==> src/rtl/task_responder_if.sv <==
// Request/response task bus between an initiator (master) and task_responder (slave).
interface task_responder_if #(
  parameter int DATA_W = 8
);
  logic              req_valid;
  logic              req_ready;
  logic [1:0]        req_op;
  logic [DATA_W-1:0] req_data;
  logic              rsp_valid;
  logic              rsp_ready;
  logic [DATA_W-1:0] rsp_data;
  logic              rsp_err;

  modport master (
    output req_valid, req_op, req_data, rsp_ready,
    input  req_ready, rsp_valid, rsp_data, rsp_err
  );

  modport slave (
    input  req_valid, req_op, req_data, rsp_ready,
    output req_ready, rsp_valid, rsp_data, rsp_err
  );
endinterface

==> src/rtl/task_responder.sv <==
// Single-outstanding task responder: executes SET/CLEAR/READ on a flag register after LATENCY cycles.
// Optional TASK_RESPONDER_TRACE_EN adds a per-response trace line and a stalled-request stability check.
module task_responder #(
  parameter int DATA_W  = 8,
  parameter int LATENCY = 2,
  parameter int CNT_W   = 8
) (
  input  logic              clk_i,
  input  logic              rst_i,
  task_responder_if.slave   bus,
  output logic [DATA_W-1:0] flag_o,
  output logic              busy_o,
  output logic [CNT_W-1:0]  done_count_o
);

  typedef enum logic [1:0] {S_IDLE, S_EXEC, S_RESP} state_e;

  localparam logic [3:0] LAT = 4'(LATENCY);

  localparam logic [1:0] OP_SET   = 2'd0;
  localparam logic [1:0] OP_CLEAR = 2'd1;
  localparam logic [1:0] OP_READ  = 2'd2;

  state_e            state_q, state_d;
  logic [3:0]        cnt_q, cnt_d;
  logic [1:0]        op_q, op_d;
  logic [DATA_W-1:0] op_data_q, op_data_d;
  logic [DATA_W-1:0] flag_q, flag_d;
  logic [DATA_W-1:0] rsp_data_q, rsp_data_d;
  logic              rsp_err_q, rsp_err_d;
  logic              rsp_valid_q, rsp_valid_d;
  logic [CNT_W-1:0]  done_q, done_d;

  logic accept, rsp_hs, exec_done;

  // req_ready drops during reset so nothing is accepted on a reset edge.
  assign bus.req_ready = (state_q == S_IDLE) && !rst_i;
  assign accept        = bus.req_valid && bus.req_ready;
  assign rsp_hs        = (state_q == S_RESP) && rsp_valid_q && bus.rsp_ready;
  assign exec_done     = (state_q == S_EXEC) && (cnt_q == LAT);

  assign bus.rsp_valid = rsp_valid_q;
  assign bus.rsp_data  = rsp_data_q;
  assign bus.rsp_err   = rsp_err_q;
  assign flag_o        = flag_q;
  assign busy_o        = (state_q != S_IDLE);
  assign done_count_o  = done_q;

  always_ff @(posedge clk_i) begin
    if (rst_i) begin
      state_q     <= S_IDLE;
      cnt_q       <= '0;
      op_q        <= '0;
      op_data_q   <= '0;
      flag_q      <= '0;
      rsp_data_q  <= '0;
      rsp_err_q   <= 1'b0;
      rsp_valid_q <= 1'b0;
      done_q      <= '0;
    end else begin
      state_q     <= state_d;
      cnt_q       <= cnt_d;
      op_q        <= op_d;
      op_data_q   <= op_data_d;
      flag_q      <= flag_d;
      rsp_data_q  <= rsp_data_d;
      rsp_err_q   <= rsp_err_d;
      rsp_valid_q <= rsp_valid_d;
      done_q      <= done_d;
    end
  end

  always_comb begin
    state_d = state_q;
    unique case (state_q)
      S_IDLE:  if (accept)    state_d = S_EXEC;
      S_EXEC:  if (exec_done) state_d = S_RESP;
      S_RESP:  if (rsp_hs)    state_d = S_IDLE;
      default:                state_d = S_IDLE;
    endcase
  end

  always_comb begin
    cnt_d       = cnt_q;
    op_d        = op_q;
    op_data_d   = op_data_q;
    flag_d      = flag_q;
    rsp_data_d  = rsp_data_q;
    rsp_err_d   = rsp_err_q;
    rsp_valid_d = rsp_valid_q;
    done_d      = done_q;

    if (accept) begin
      op_d      = bus.req_op;
      op_data_d = bus.req_data;
      cnt_d     = '0;
    end

    // Effects land on the EXEC->RESP edge together with rsp_valid.
    if (state_q == S_EXEC) begin
      if (!exec_done) begin
        cnt_d = cnt_q + 4'd1;
      end else begin
        rsp_valid_d = 1'b1;
        rsp_err_d   = 1'b0;
        unique case (op_q)
          OP_SET: begin
            flag_d     = op_data_q;
            rsp_data_d = op_data_q;
          end
          OP_CLEAR: begin
            flag_d     = '0;
            rsp_data_d = flag_q;
          end
          OP_READ:  rsp_data_d = flag_q;
          default: begin
            rsp_data_d = '0;
            rsp_err_d  = 1'b1;
          end
        endcase
      end
    end

    if (rsp_hs) begin
      rsp_valid_d = 1'b0;
      done_d      = (done_q == '1) ? done_q : done_q + CNT_W'(1);
    end
  end

`ifdef TASK_RESPONDER_TRACE_EN
  logic [1:0]        prev_op_q;
  logic [DATA_W-1:0] prev_data_q;
  logic              stalled_q;

  always_ff @(posedge clk_i) begin
    if (rsp_hs && !rst_i)
      $write("[%0t] task_responder op=%0d data=%0h err=%0d\n", $time, op_q, rsp_data_q, rsp_err_q);
    stalled_q   <= bus.req_valid && !bus.req_ready;
    prev_op_q   <= bus.req_op;
    prev_data_q <= bus.req_data;
    // A stalled request must hold its payload until it is accepted or withdrawn.
    if (stalled_q && bus.req_valid && !bus.req_ready &&
        (bus.req_op != prev_op_q || bus.req_data != prev_data_q))
      $stop;
  end
`endif

endmodule

==> src/flat_wrapper.sv <==
// flat-port wrapper written by rule: the top's interface ports become plain ports
module task_responder_flat 
#(
  parameter int DATA_W  = 8,
  parameter int LATENCY = 2,
  parameter int CNT_W   = 8
)
  (clk_i, rst_i, flag_o, busy_o, done_count_o, bus_req_valid, bus_req_op, bus_req_data, bus_rsp_ready, bus_req_ready, bus_rsp_valid, bus_rsp_data, bus_rsp_err);
  task_responder_if #(.DATA_W(DATA_W)) bus_i ();
  input  logic clk_i;
  input  logic rst_i;
  output logic [DATA_W-1:0] flag_o;
  output logic busy_o;
  output logic [CNT_W-1:0] done_count_o;
  input wire logic [$bits(bus_i.req_valid)-1:0] bus_req_valid;
  input wire logic [$bits(bus_i.req_op)-1:0] bus_req_op;
  input wire logic [$bits(bus_i.req_data)-1:0] bus_req_data;
  input wire logic [$bits(bus_i.rsp_ready)-1:0] bus_rsp_ready;
  output wire logic [$bits(bus_i.req_ready)-1:0] bus_req_ready;
  output wire logic [$bits(bus_i.rsp_valid)-1:0] bus_rsp_valid;
  output wire logic [$bits(bus_i.rsp_data)-1:0] bus_rsp_data;
  output wire logic [$bits(bus_i.rsp_err)-1:0] bus_rsp_err;
  assign bus_i.req_valid = bus_req_valid;
  assign bus_i.req_op = bus_req_op;
  assign bus_i.req_data = bus_req_data;
  assign bus_i.rsp_ready = bus_rsp_ready;
  assign bus_req_ready = bus_i.req_ready;
  assign bus_rsp_valid = bus_i.rsp_valid;
  assign bus_rsp_data = bus_i.rsp_data;
  assign bus_rsp_err = bus_i.rsp_err;
  task_responder #(.DATA_W(DATA_W), .LATENCY(LATENCY), .CNT_W(CNT_W)) u_core (.clk_i(clk_i), .rst_i(rst_i), .bus(bus_i), .flag_o(flag_o), .busy_o(busy_o), .done_count_o(done_count_o));
endmodule
==> config.mk <==
export PLATFORM = sky130hd
export DESIGN_NAME = task_responder_flat
export DESIGN_NICKNAME = d
export VERILOG_FILES = /design/src/rtl/task_responder_if.sv /design/src/rtl/task_responder.sv /design/src/flat_wrapper.sv
export SDC_FILE = /design/constraint.sdc
export NUM_CORES = 1
export LEC_CHECK = 0
export BUFFER_PORTS_ARGS = -buffer_cell sky130_fd_sc_hd__buf_4
export CELL_PAD_IN_SITES_DETAIL_PLACEMENT = 1
export CELL_PAD_IN_SITES_GLOBAL_PLACEMENT = 1
export CORE_MARGIN = 4
export CORE_UTILIZATION = 36
export CTS_CLUSTER_SIZE = 20
export DETAILED_ROUTE_END_ITERATION = 10
export GPL_TIMING_DRIVEN = 0
export PLACE_DENSITY_LB_ADDON = 0.1
export SLEW_MARGIN = 5
export SYNTH_ARGS = -nofsm -noshare
export SYNTH_HDL_FRONTEND = slang
export SYNTH_SLANG_ARGS = --single-unit
==> constraint.sdc <==
create_clock -name clk_i -period 1.35 [get_ports clk_i]
set_input_delay 0.27 -clock clk_i [delete_from_list [all_inputs] [get_ports clk_i]]
set_output_delay 0.27 -clock clk_i [all_outputs]
set_load 0.01 [all_outputs]
=== Word level (Yosys, flattened, before mapping) ===
Cells that the tools add are included.
W data, S select, Z words.

* Add/sub/neg operators: 2
* Equal/unequal tests: 9
* Multiplexer cells: 10
* Bitwise gates (word level): 1
* Reduce and logical (&&, ||, !) cells: 17

{| class="wikitable"
|+ Operators with widths
! cell !! number
|-
| $pmux W8 S2 || 2
|-
| $mux W4 || 3
|-
| $add A8 B1 Y8 const B || 1
|-
| $eq A8 B8 Y1 const B || 1
|-
| $mux W2 || 3
|-
| $ne A2 B1 Y1 const B || 3
|-
| $pmux W2 S3 || 1
|-
| $reduce_and A3 Y1 || 2
|-
| $logic_and A1 B1 Y1 || 5
|-
| $add A4 B1 Y4 const B || 1
|-
| $eq A2 B1 Y1 const B || 2
|-
| $eq A2 B2 Y1 const B || 2
|-
| $eq A4 B2 Y1 const B || 1
|-
| $logic_not A2 Y1 || 2
|-
| $reduce_and A2 Y1 || 2
|-
| $reduce_bool A2 Y1 || 2
|-
| $reduce_or A2 Y1 || 2
|-
| $reduce_or A3 Y1 || 1
|-
| $logic_not A1 Y1 || 1
|-
| $mux W1 || 1
|-
| $not A1 Y1 || 1
|}

* Register bits after elaboration: 42
* Input bits: 14
* Logic and storage cells: 48

=== Logic depth before layout (Yosys ltp) ===
Gate-level depths: netlist of the first run.

* Word-level depth: 6
* Depth in mapped cells: 7

=== Worst setup path before layout of the first run ===
Ideal clock, no wire load.

* Path type: register to register
* Start point: register u_core.op_q[0]
* End point: register u_core.flag_q[0] (netlist: u_core.flag_o[0])
* Library setup time: 65 ps
* Arrival time: 1,435 ps
* Data required time: 1,285 ps
* Slack: -150 ps
* Cell stages (with the launch flop): 7
* Path buffers: 1
* Clock period less this slack: 1,500 ps
* Path through: dfxtp_1 > inv_1 > ha_1 > clkbuf_1 > o211ai_1 > a22oi_1 > nor2_1

* Cells in the longest elaborated chain, start to end: 3
* Elaborated cells on any way between the ends: 5
* Classes of those cells: eq/ne (1); mux (1); reduce/logical (3)

{| class="wikitable"
|+ RTL lines
! item !! RTL line !! RTL
|-
| start: declaration || task_responder.sv:26 || <nowiki>logic [1:0] op_q, op_d;</nowiki>
|-
| start signal: assignment || task_responder.sv:63 || <nowiki>op_q <= op_d;</nowiki>
|-
| $eq A2 B1 Y1 or $logic_not A2 Y1 (tied branches) || task_responder.sv:106 || <nowiki>unique case (op_q)</nowiki>
|-
| $reduce_bool A2 Y1 (no line) || n/a ||
|-
| $reduce_and A3 Y1 (no line) || n/a ||
|-
| end signal: assignment || task_responder.sv:65 || <nowiki>flag_q <= flag_d;</nowiki>
|-
| end: declaration || task_responder.sv:28 || <nowiki>logic [DATA_W-1:0] flag_q, flag_d;</nowiki>
|}

Several ways; a longest one is shown, not always the timed one.
A chain may end at the register's enable or synchronous reset.

=== Worst setup path in the final report of the first run ===
* Start point: register u_core.cnt_q[0]
* End point: register u_core.flag_q[1] (netlist: u_core.flag_o[1])

* Cells in the longest elaborated chain, start to end: 3

{| class="wikitable"
|+ RTL lines
! item !! RTL line !! RTL
|-
| start: declaration || task_responder.sv:25 || <nowiki>logic [3:0] cnt_q, cnt_d;</nowiki>
|-
| start signal: assignment || task_responder.sv:62 || <nowiki>cnt_q <= cnt_d;</nowiki>
|-
| $eq A4 B2 Y1 || task_responder.sv:40 || <nowiki>assign exec_done = (state_q == S_EXEC) && (cnt_q == LAT);</nowiki>
|-
| $logic_and A1 B1 Y1 || task_responder.sv:40 ||
|-
| $reduce_and A3 Y1 (no line) || n/a ||
|}

Every way passes these cells.

==> results of run 1 <==
[per-layer routing]
| metal | up-vias | global-route usage | share of wire |
|---|---|---|---|
| met5 | - | 0 | 0 |
| met4 | 0 | 0.0541 | 0.019 |
| met3 | 7 | 0.0395 | 0.039 |
| met2 | 42 | 0.242 | 0.47 |
| met1 | 817 | 0.210 | 0.47 |
| li1 | 845 | - | - |
[worst min-delay path: stages]
cell and delay (ns):
buf_4 0.07, nand2_1 0.03, o21ai_0 0.05
[sequential cells by signal, summed over array words and instances (netlist names)]
| name | count |
|---|---|
| u_core.bus.rsp_data | 8 |
| u_core.bus.rsp_err | 1 |
| u_core.bus.rsp_valid | 1 |
| u_core.cnt_q | 4 |
| u_core.done_count_o | 8 |
| u_core.flag_o | 8 |
| u_core.op_data_q | 8 |
| u_core.op_q | 2 |
| u_core.state_q | 2 |
[worst max-delay path by stage]
stage | startpoint | end | slack, ns | cells after the start
after floorplan | u_core.cnt_q[0]$_SDFF_PP0_ | u_core.flag_o[1]$_SDFFE_PP0P_ | -0.04 | 6
after global placement | rst_i | bus_req_ready | -0.47 | 5
after detailed placement | rst_i | bus_req_ready | -0.48 | 5
after CTS | u_core.cnt_q[0]$_SDFF_PP0_ | u_core.flag_o[1]$_SDFFE_PP0P_ | -0.12 | 7
after global routing | u_core.cnt_q[0]$_SDFF_PP0_ | u_core.flag_o[1]$_SDFFE_PP0P_ | -0.22 | 7
final | u_core.cnt_q[0]$_SDFF_PP0_ | u_core.flag_o[1]$_SDFFE_PP0P_ | -0.14 | 7
[cell families (layout without fill, tap and decap cells)]
family	Yosys count	after routing	share of synthesized area
fa+ha+maj	7	7	0.0469
mux	11	11	0.0603
xor+xnor	7	7	0.0328
buf+inv	18	83	0.0402
flops	42	42	0.450
simple gates	84	85	0.227
compound gates	40	40	0.142
[power by group]
part	internal, uW	switching, uW
Sequential	1270	39.4
Combinational	172	174
Clock	413	428
Total	1850	641
[area by class of cell]
cell class / instances / area share
Timing Repair Buffer: 58 / 0.165
Tap cell: 67 / 0.0304
Buffer: 12 / 0.0372
Inverter: 5 / 0.00680
Clock buffer: 7 / 0.0313
Clock inverter: 1 / 0.00181
Sequential cell: 42 / 0.315
Multi-Input combinational cell: 150 / 0.413
[metrics by stage]
| stage | util | hold WS [ns] | setup WS [ns] | power (uW) |
|---|---|---|---|---|
| 2_1_floorplan | - | 0.378 | -0.0394 | 1500 |
| 3_3_place_gp | 0.475 | 0.452 | -0.469 | 1590 |
| 3_5_place_dp | 0.475 | 0.456 | -0.482 | 1590 |
| 4_1_cts | 0.515 | 0.156 | -0.125 | 2490 |
| 5_1_grt | 0.566 | 0.153 | -0.220 | 2630 |
| 6_report | 0.566 | 0.166 | -0.143 | 2490 |
[synth_stat cells (5+ instances only)]
master	number	share of area
nor2_1	36	0.072
a21oi_1	6	0.016
nand2b_1	10	0.034
clkbuf_1	6	0.012
inv_1	5	0.010
xor2_1	5	0.023
dfxtp_1	42	0.45
ha_1	7	0.047
nand2_1	16	0.032
a22oi_1	16	0.064
o21ai_0	10	0.027
mux2i_1	9	0.048
[timing repair]
item,in CTS,in global routing
buffers inserted,5,13
gates cloned,0,1
endpoints found under the setup margin,41,40
resized for setup,18,34
pin swaps,2,15
==> summary.txt, run 1 <==
Run
  – Number of max-cap violations: 0

Final layout
  – Layout cells sized above 1: 0.422
  – Synthesis-to-finish area growth: 47.9%
  – Most frequent cells in the layout: 54 x buf_4, 35 x nor2_1, 30 x dfxtp_1, 15 x nand2_1, 10 x o21ai_0
  – Register Area: between 800 and 900 um^2
  – Commonest non-fill, non-tap cell in the layout: buf_4
  – Final instance area: roughly 2800 um^2
  – Non-filler cells, final: about 340
  – N_diodes: 0
  – Area of the multi-input gates: approximately 1100 um^2
  – Layout Nets: about 300
  – FILL cells: about 570

Power and ir drop
  – Lkg Pwr: 0.00118 uW
  – Power per cell area: ~900 nW/um^2
  – Worst VDD drop: 0.000743 V

Synthesis
  – Async SR Flop Fraction: 0
  – Yosys warns: 0
  – Post-synthesis sequential area ratio: 0.450
  – Synthesized instance count: about 210
  – Post-Syn Area: 1870 um^2
  – Distinct cells, synth: 36
  – Avg Cell Area, Syn: 8.93 um^2
  – Most used DFF post-synth: dfxtp_1
  – EDFF count, synth: 0
  – Yosys reg bits: between 40 and 50
  – Syn_nets: 230

Setup path
  – CP Capture Type: flip-flop
  – Arr. time, crit path: about 1.7 ns
  – Reg-to-Reg End: u_core.flag_o[1]$_SDFFE_PP0P_
  – Crit path max fanout: 8
  – Critical-path top delay cell: dfxtp_2
  – R2R Path Start: u_core.cnt_q[0]$_SDFF_PP0_
  – Top delay family on crit path: flip-flops
  – Worst EP required: 1.52 ns
  – CP max stage delay: 0.33 ns
  – CP Cell Sequence: inv_2 -> ha_4 -> nor3b_4 -> o211ai_1 -> buf_4 -> a22oi_2 -> nor2_1
  – Crit path buffers/inverters: 2
  – Reg2Reg Setup Slack: -0.14 ns
  – R2R cell count: 7
  – Worst setup SP type: flip-flop
  – CP Class: reg -> reg

Timing
  – RSZ-0062 raised after global routing: yes
  – Setup_tns: -1.57 ns
  – Clock skew: 0.00549 ns
  – Final hold vios: 0
  – Slew Viols, Final: 0
  – Rel. slew slack: 0.639
  – Final period util: 1.11
  – FMAX: 0.670 GHz
  – Fin crit period: around 1.5 ns
  – Worst slew pin tran: 0.542 ns
  – Final Setup Violations: 22
  – Setup ws final: -0.143 ns

Place
  – Dpl cells: 316
  – HPWL Detailed: around 3500 um
  – Final GP Congestion: ~0.80
  – Placed Instance Area: 2320 um^2
  – Port bufs: 40

Drt
  – Routed length per instance: about 15 um
  – DRC: 0
  – Vias/cell: about 5
  – Routed Antenna Nets: 0
  – Via count: 1711
  – Initial DRC count: 45
  – First-pass iteration count of the detailed router: 4
  – Drt total wl: 5280 um

Clocking
  – CTS Buffer Depth: 2
  – Clock Latency Late Sink: slightly below 0.3 ns
  – Root buffer cell: clkbuf_8
  – Clk sinks: 42
  – Hold_buf cts: 0
  – CTS H-tree lvls: 2
  – CTS tree: done
  – Clk slew on worst S/H paths: around 0.08 ns
  – TritonCTS buffer count: 5

Global route
  – Largest net degree at the start of global routing: 13
  – Vias in the first global route: about 1.6k
  – Global route total overflow: 0
  – First-pass GRT wire length: between 7000 and 8000 um
  – GR Util All Layers: 0.156
  – Initial antenna violation count: 0

Die
  – Core ar.: between 4000 and 5000 um^2
  – Die Height: between 80 and 90 um
  – Floorplan die width: 80.0 um
  – Site row count: 25
  – # IOs: 42
  – Die ar.: between 6000 and 7000 um^2
  – Initial Utilization: 0.383

Outcome
  – Failing checks: setup timing
  – Status: finished with violations

Worst hold path
  – Hold path startpoint: bus_req_data[3]
  – WHS Endpoint: u_core.op_data_q[3]$_SDFFE_PP0P_
  – Hold-critical path depth: 3
  – Hold WC Path Type: in -> reg
Power figures use the tool's default switching activity.
==> run 2: changes to the inputs <==
CORE_ASPECT_RATIO = 1.1   (was default)
CORE_UTILIZATION = 39   (was 36)
clock period = 1.65 ns   (was 1.35 ns; I/O delays follow)
==> run 2 against run 1 <==
  * The flow now finishes without violations
  * Final cell count down 7.9%
  * Via count down 4.9%
  * Wire length down 12%
==> summary.txt, run 2 (synthesis results as in run 1) <==
Setup path
  – CP Cell Sequence: clkbuf_2 -> clkbuf_4 -> buf_2 -> nor2_1 -> buf_4
  – CP Class: in -> out
  – Worst setup SP type: input port
  – Arr. time, crit path: around 1.2 ns
  – Crit path max fanout: 10
  – CP Capture Type: output pin
  – Critical-path top delay cell: clkbuf_4
  – Worst EP required: roughly 1.3 ns
  – CP max stage delay: ~0.25 ns

Final layout
  – Commonest non-fill, non-tap cell in the layout: buf_4
  – Most frequent cells in the layout: 46 x buf_4, 38 x dfxtp_1, 36 x nor2_1, 16 x nand2_1
  – Layout Nets: 280
  – N_diodes: 0
  – Layout cells sized above 1: 0.301
  – Synthesis-to-finish area growth: 29.5%

Clocking
  – TritonCTS buffer count: 5
  – Clk sinks: 42
  – CTS Buffer Depth: 2
  – Clock Latency Late Sink: between 0.2 and 0.3 ns
  – Root buffer cell: clkbuf_8
  – Clk slew on worst S/H paths: about 0.070 ns
  – CTS H-tree lvls: 2
  – Hold_buf cts: 0
  – CTS tree: done

Power and ir drop
  – Worst VDD drop: about 0.00038 V
  – Lkg Pwr: about 0.0011 uW
  – Pwr Total: ~1900 uW
  – Power per cell area: between 700 and 800 nW/um^2

Global route
  – Vias in the first global route: about 1.6k
  – First-pass GRT wire length: ~7700 um
  – GR Util All Layers: 0.166
  – Largest net degree at the start of global routing: 12
  – Initial antenna violation count: 0
  – Global route total overflow: 0

Timing
  – Clock skew: approximately 0.0053 ns
  – Final hold vios: 0
  – Rel. slew slack: 0.690
  – Hold slack: approximately 0.23 ns
  – RSZ-0062 raised after global routing: yes
  – Slew Viols, Final: 0
  – Setup_tns: 0 ns
  – Final Setup Violations: 0
  – FMAX: about 0.64 GHz
  – Fin crit period: 1.56 ns
  – Final period util: 0.946
  – Worst slew pin tran: between 0.4 and 0.5 ns

Die
  – Core ar.: 4650 um^2
  – Site row count: 26
  – Initial Utilization: 0.401
  – Floorplan die width: 74.0 um
  – Die ar.: roughly 6000 um^2
  – Die Height: 80.6 um
  – # IOs: 42

Drt
  – Via count: roughly 1.6k
  – Drt total wl: 4640 um
  – Routed length per instance: 14.7 um
  – DRC: 0
  – Initial DRC count: 40
  – First-pass iteration count of the detailed router: 4
  – Vias/cell: approximately 5.2
  – Routed Antenna Nets: 0

Place
  – Final GP Congestion: roughly 0.76
  – Port bufs: 40
  – HPWL Detailed: 3390 um

Run
  – Number of max-cap violations: 0

Worst hold path
  – Hold WC Path Type: in -> reg

Outcome
  – Status: finished clean
## run 2: cell types whose count changed in the layout (fill, tap and decap cells not counted), moves of 3 or more
cell     change
dfxtp_1      +8
a21oi_1      +3
buf_4        -8
a21oi_2      -3
dfxtp_4      -5
dfxtp_2      -3
buf_6        -9
buf_2        +4
## run 2: per-stage QoR
step | area [um^2] | instances | util | setup WS [ns]
6_report | 2420 | 315 | 0.520 | 0.0896
5_1_grt | 2420 | 315 | 0.520 | -0.0528
4_1_cts | 2330 | 313 | 0.502 | 0.00256
3_5_place_dp | 2240 | 305 | 0.481 | -0.467
3_3_place_gp | 2240 | 305 | 0.481 | -0.465
2_1_floorplan | 1870 | 209 | - | 0.102
## run 2: timing repair
action,in CTS,in global routing
endpoints found under the setup margin,19,29
pin swaps,1,8
buffers inserted,2,3
resized for setup,4,20
## run 2: final cells by class
class	count	area, um^2
inverter	5	18.8
tap	56	70.1
sequential	42	846
buffer	11	56.3
multi-input combinational	149	1010
clock buffer	7	76.3
timing repair buffer	45	338
fill	570	2230
## run 2: worst max-delay path, delay by kind of cell
kind	cells	cell delay [ns]
and+or+nand+nor	1	0.07
buffers and inverters	4	0.83
## run 2: final timing paths
check                                        from  depth (start not counted)                          endpoint  slack, ns
hold reg to reg   u_core.bus.rsp_err$_SDFFE_PP0P_                          2   u_core.bus.rsp_err$_SDFFE_PP0P_       0.46
hold / removal                    bus_req_data[2]                          3  u_core.op_data_q[2]$_SDFFE_PP0P_       0.23
setup reg to reg       u_core.cnt_q[0]$_SDFF_PP0_                          7     u_core.flag_o[5]$_SDFFE_PP0P_       0.09
setup / recovery                            rst_i                          5                     bus_req_ready       0.09
## run 2: metal layers
layer	global-route usage	share of wire
met4	0.0489	0.012
met1	0.219	0.46
met3	0.0350	0.040
met2	0.268	0.49
met5	0	0
## run 2: where the power goes
group	leakage (uW)	internal (uW)	switching [uW]
combinational	0.000688	98.3	114
sequential	0.000342	1040	28.9
clock	0.0000383	292	332
total	0.00107	1430	475
==> run 3: changes to the inputs <==
CORE_ASPECT_RATIO = default   (was 1.1)
==> run 3 against run 2 <==
  * Final cell count down 1.3%
  * Sequential power about the same
  * Count of clock-buffer cells in the layout shrank 1
  * Utilization is 1.2 points higher
  * Register-to-register slack about the same
  * Worst hold slack worse by 0.0038 ns
  * Die area about the same
==> summary.txt, run 3 (synthesis results as in run 1) <==
Clocking
  – CTS Buffer Depth: 2
  – Clk sinks: 42
  – Root buffer cell: clkbuf_8
  – CTS tree: done
  – Clock Latency Late Sink: around 0.3 ns
  – TritonCTS buffer count: 5
  – Clk slew on worst S/H paths: 0.08 ns
  – CTS H-tree lvls: 2
  – Hold_buf cts: 0

Drt
  – Drt total wl: around 4600 um
  – Vias/cell: roughly 5.2
  – Routed length per instance: around 15 um
  – DRC: 0
  – Via count: 1606
  – First-pass iteration count of the detailed router: 4
  – Routed Antenna Nets: 0
  – Initial DRC count: 101

Final layout
  – Commonest non-fill, non-tap cell in the layout: buf_4
  – Non-filler cells, final: between 300 and 400
  – FILL cells: 543
  – N_diodes: 0
  – Layout Nets: about 280
  – Synthesis-to-finish area growth: 28.3%
  – Post-Route Utilization: 0.532
  – Most frequent cells in the layout: 45 x buf_4, 38 x dfxtp_1, 36 x nor2_1, 16 x nand2_1, 14 x a22oi_1
  – Layout cells sized above 1: 0.282

Global route
  – Vias in the first global route: about 1.5k
  – Initial antenna violation count: 0
  – First-pass GRT wire length: between 7000 and 8000 um
  – Global route total overflow: 0
  – Largest net degree at the start of global routing: 14
  – GR Util All Layers: 0.160

Setup path
  – CP Class: reg -> reg
  – CP Cell Sequence: inv_2 -> ha_2 -> nor3b_4 -> nand2b_1 -> mux2_1 -> nor2_1
  – Arr. time, crit path: 1.81 ns
  – Worst Setup SP: u_core.cnt_q[0]$_SDFF_PP0_
  – CP max stage delay: about 0.35 ns
  – Top delay family on crit path: simple AND/OR/NAND/NOR gates
  – Critical-path top delay cell: dfxtp_2
  – CP Capture Type: flip-flop
  – Crit path buffers/inverters: 1
  – R2R Path Start: u_core.cnt_q[0]$_SDFF_PP0_
  – Worst EP required: ~1.9 ns
  – Worst setup SP type: flip-flop
  – Crit path max fanout: 5

Power and ir drop
  – Power per cell area: a little over 800 nW/um^2
  – Lkg Pwr: between 0.001 and 0.0015 uW
  – Pwr Total: slightly below 2000 uW
  – Worst VDD drop: around 0.00051 V

Place
  – Final GP Congestion: 0.734
  – Dpl cells: between 300 and 400
  – Port bufs: 40
  – HPWL Detailed: 3410 um

Timing
  – Final Setup Violations: 0
  – Final hold vios: 0
  – Rel. slew slack: 0.680
  – Final period util: 0.954
  – FMAX: between 0.6 and 0.7 GHz
  – Worst slew pin tran: between 0.4 and 0.5 ns
  – Setup_tns: 0 ns
  – Fin crit period: about 1.6 ns
  – Clock skew: approximately 0.0089 ns
  – RSZ-0062 raised after global routing: yes
  – Slew Viols, Final: 0

Worst hold path
  – Hold WC Path Type: in -> reg
  – Hold path startpoint: bus_req_data[2]

Die
  – Die Height: between 70 and 80 um
  – Floorplan die width: approximately 77 um
  – Initial Utilization: 0.414
  – Die ar.: a little under 6000 um^2
  – Core ar.: around 4500 um^2
  – Site row count: 24
  – # IOs: between 40 and 50

Run
  – Number of max-cap violations: 0

Outcome
  – Status: finished clean
## run 3: worst reg2reg max path, stage by stage (launching register included)
cell	delay [ns]
dfxtp_2	0.35
inv_2	0.07
ha_2	0.18
nor3b_4	0.26
nand2b_1	0.24
mux2_1	0.34
nor2_1	0.07
## run 3: area by class of cell
cell class	instances	area, um^2	share of cell area
buffer	11	57.6	0.0240
clock buffer	6	72.6	0.0303
clock inverter	2	13.8	0.00575
inverter	5	18.8	0.00784
multi-input combinational	149	991	0.414
sequential	42	846	0.353
tap	52	65.1	0.0272
timing repair buffer	44	330	0.138
## run 3: through the flow
stage | setup slack [ns] | hold slack [ns] | instance area [um^2]
after floorplan | 0.102 | 0.438 | 1870
after global placement | -0.476 | 0.448 | 2230
after detailed placement | -0.448 | 0.469 | 2230
after CTS | 0.00386 | 0.220 | 2340
after global routing | -0.00335 | 0.219 | 2390
final | 0.0754 | 0.228 | 2390
## run 3: path summary, 6_finish.rpt
check | slack, ns | cells after the start | end
setup / recovery | 0.08 | 6 | u_core.cnt_q[1]$_SDFF_PP0_
setup reg to reg | 0.08 | 6 | u_core.cnt_q[1]$_SDFF_PP0_
hold / removal | 0.23 | 3 | u_core.op_data_q[2]$_SDFFE_PP0P_
hold reg to reg | 0.48 | 2 | u_core.bus.rsp_err$_SDFFE_PP0P_
## run 3: repair_timing
item / in CTS / in global routing
pin swaps: 1 / 3
gates resized for setup: 8 / 11
setup buffers: 2 / 2
endpoints found under the setup margin: 18 / 25
hold endpoints to repair: 0 / 0
## run 3: routing by layer
layer | vias to the layer above | GRT usage | wire length, um
met2 | 40 | 0.229 | 2020
met5 | - | 0 | 0
met1 | 748 | 0.228 | 2310
met3 | 6 | 0.0457 | 249
li1 | 812 | - | -
met4 | 0 | 0.0534 | 63
## run 3: power by group
| group | leakage (uW) | switching (uW) | internal [uW] | total (uW) |
|---|---|---|---|---|
| registers | 0.000342 | 30.7 | 1040 | 1070 |
| logic | 0.000693 | 111 | 92.9 | 204 |
| clock network | 0.0000452 | 367 | 299 | 666 |
| total | 0.00108 | 509 | 1430 | 1940 |
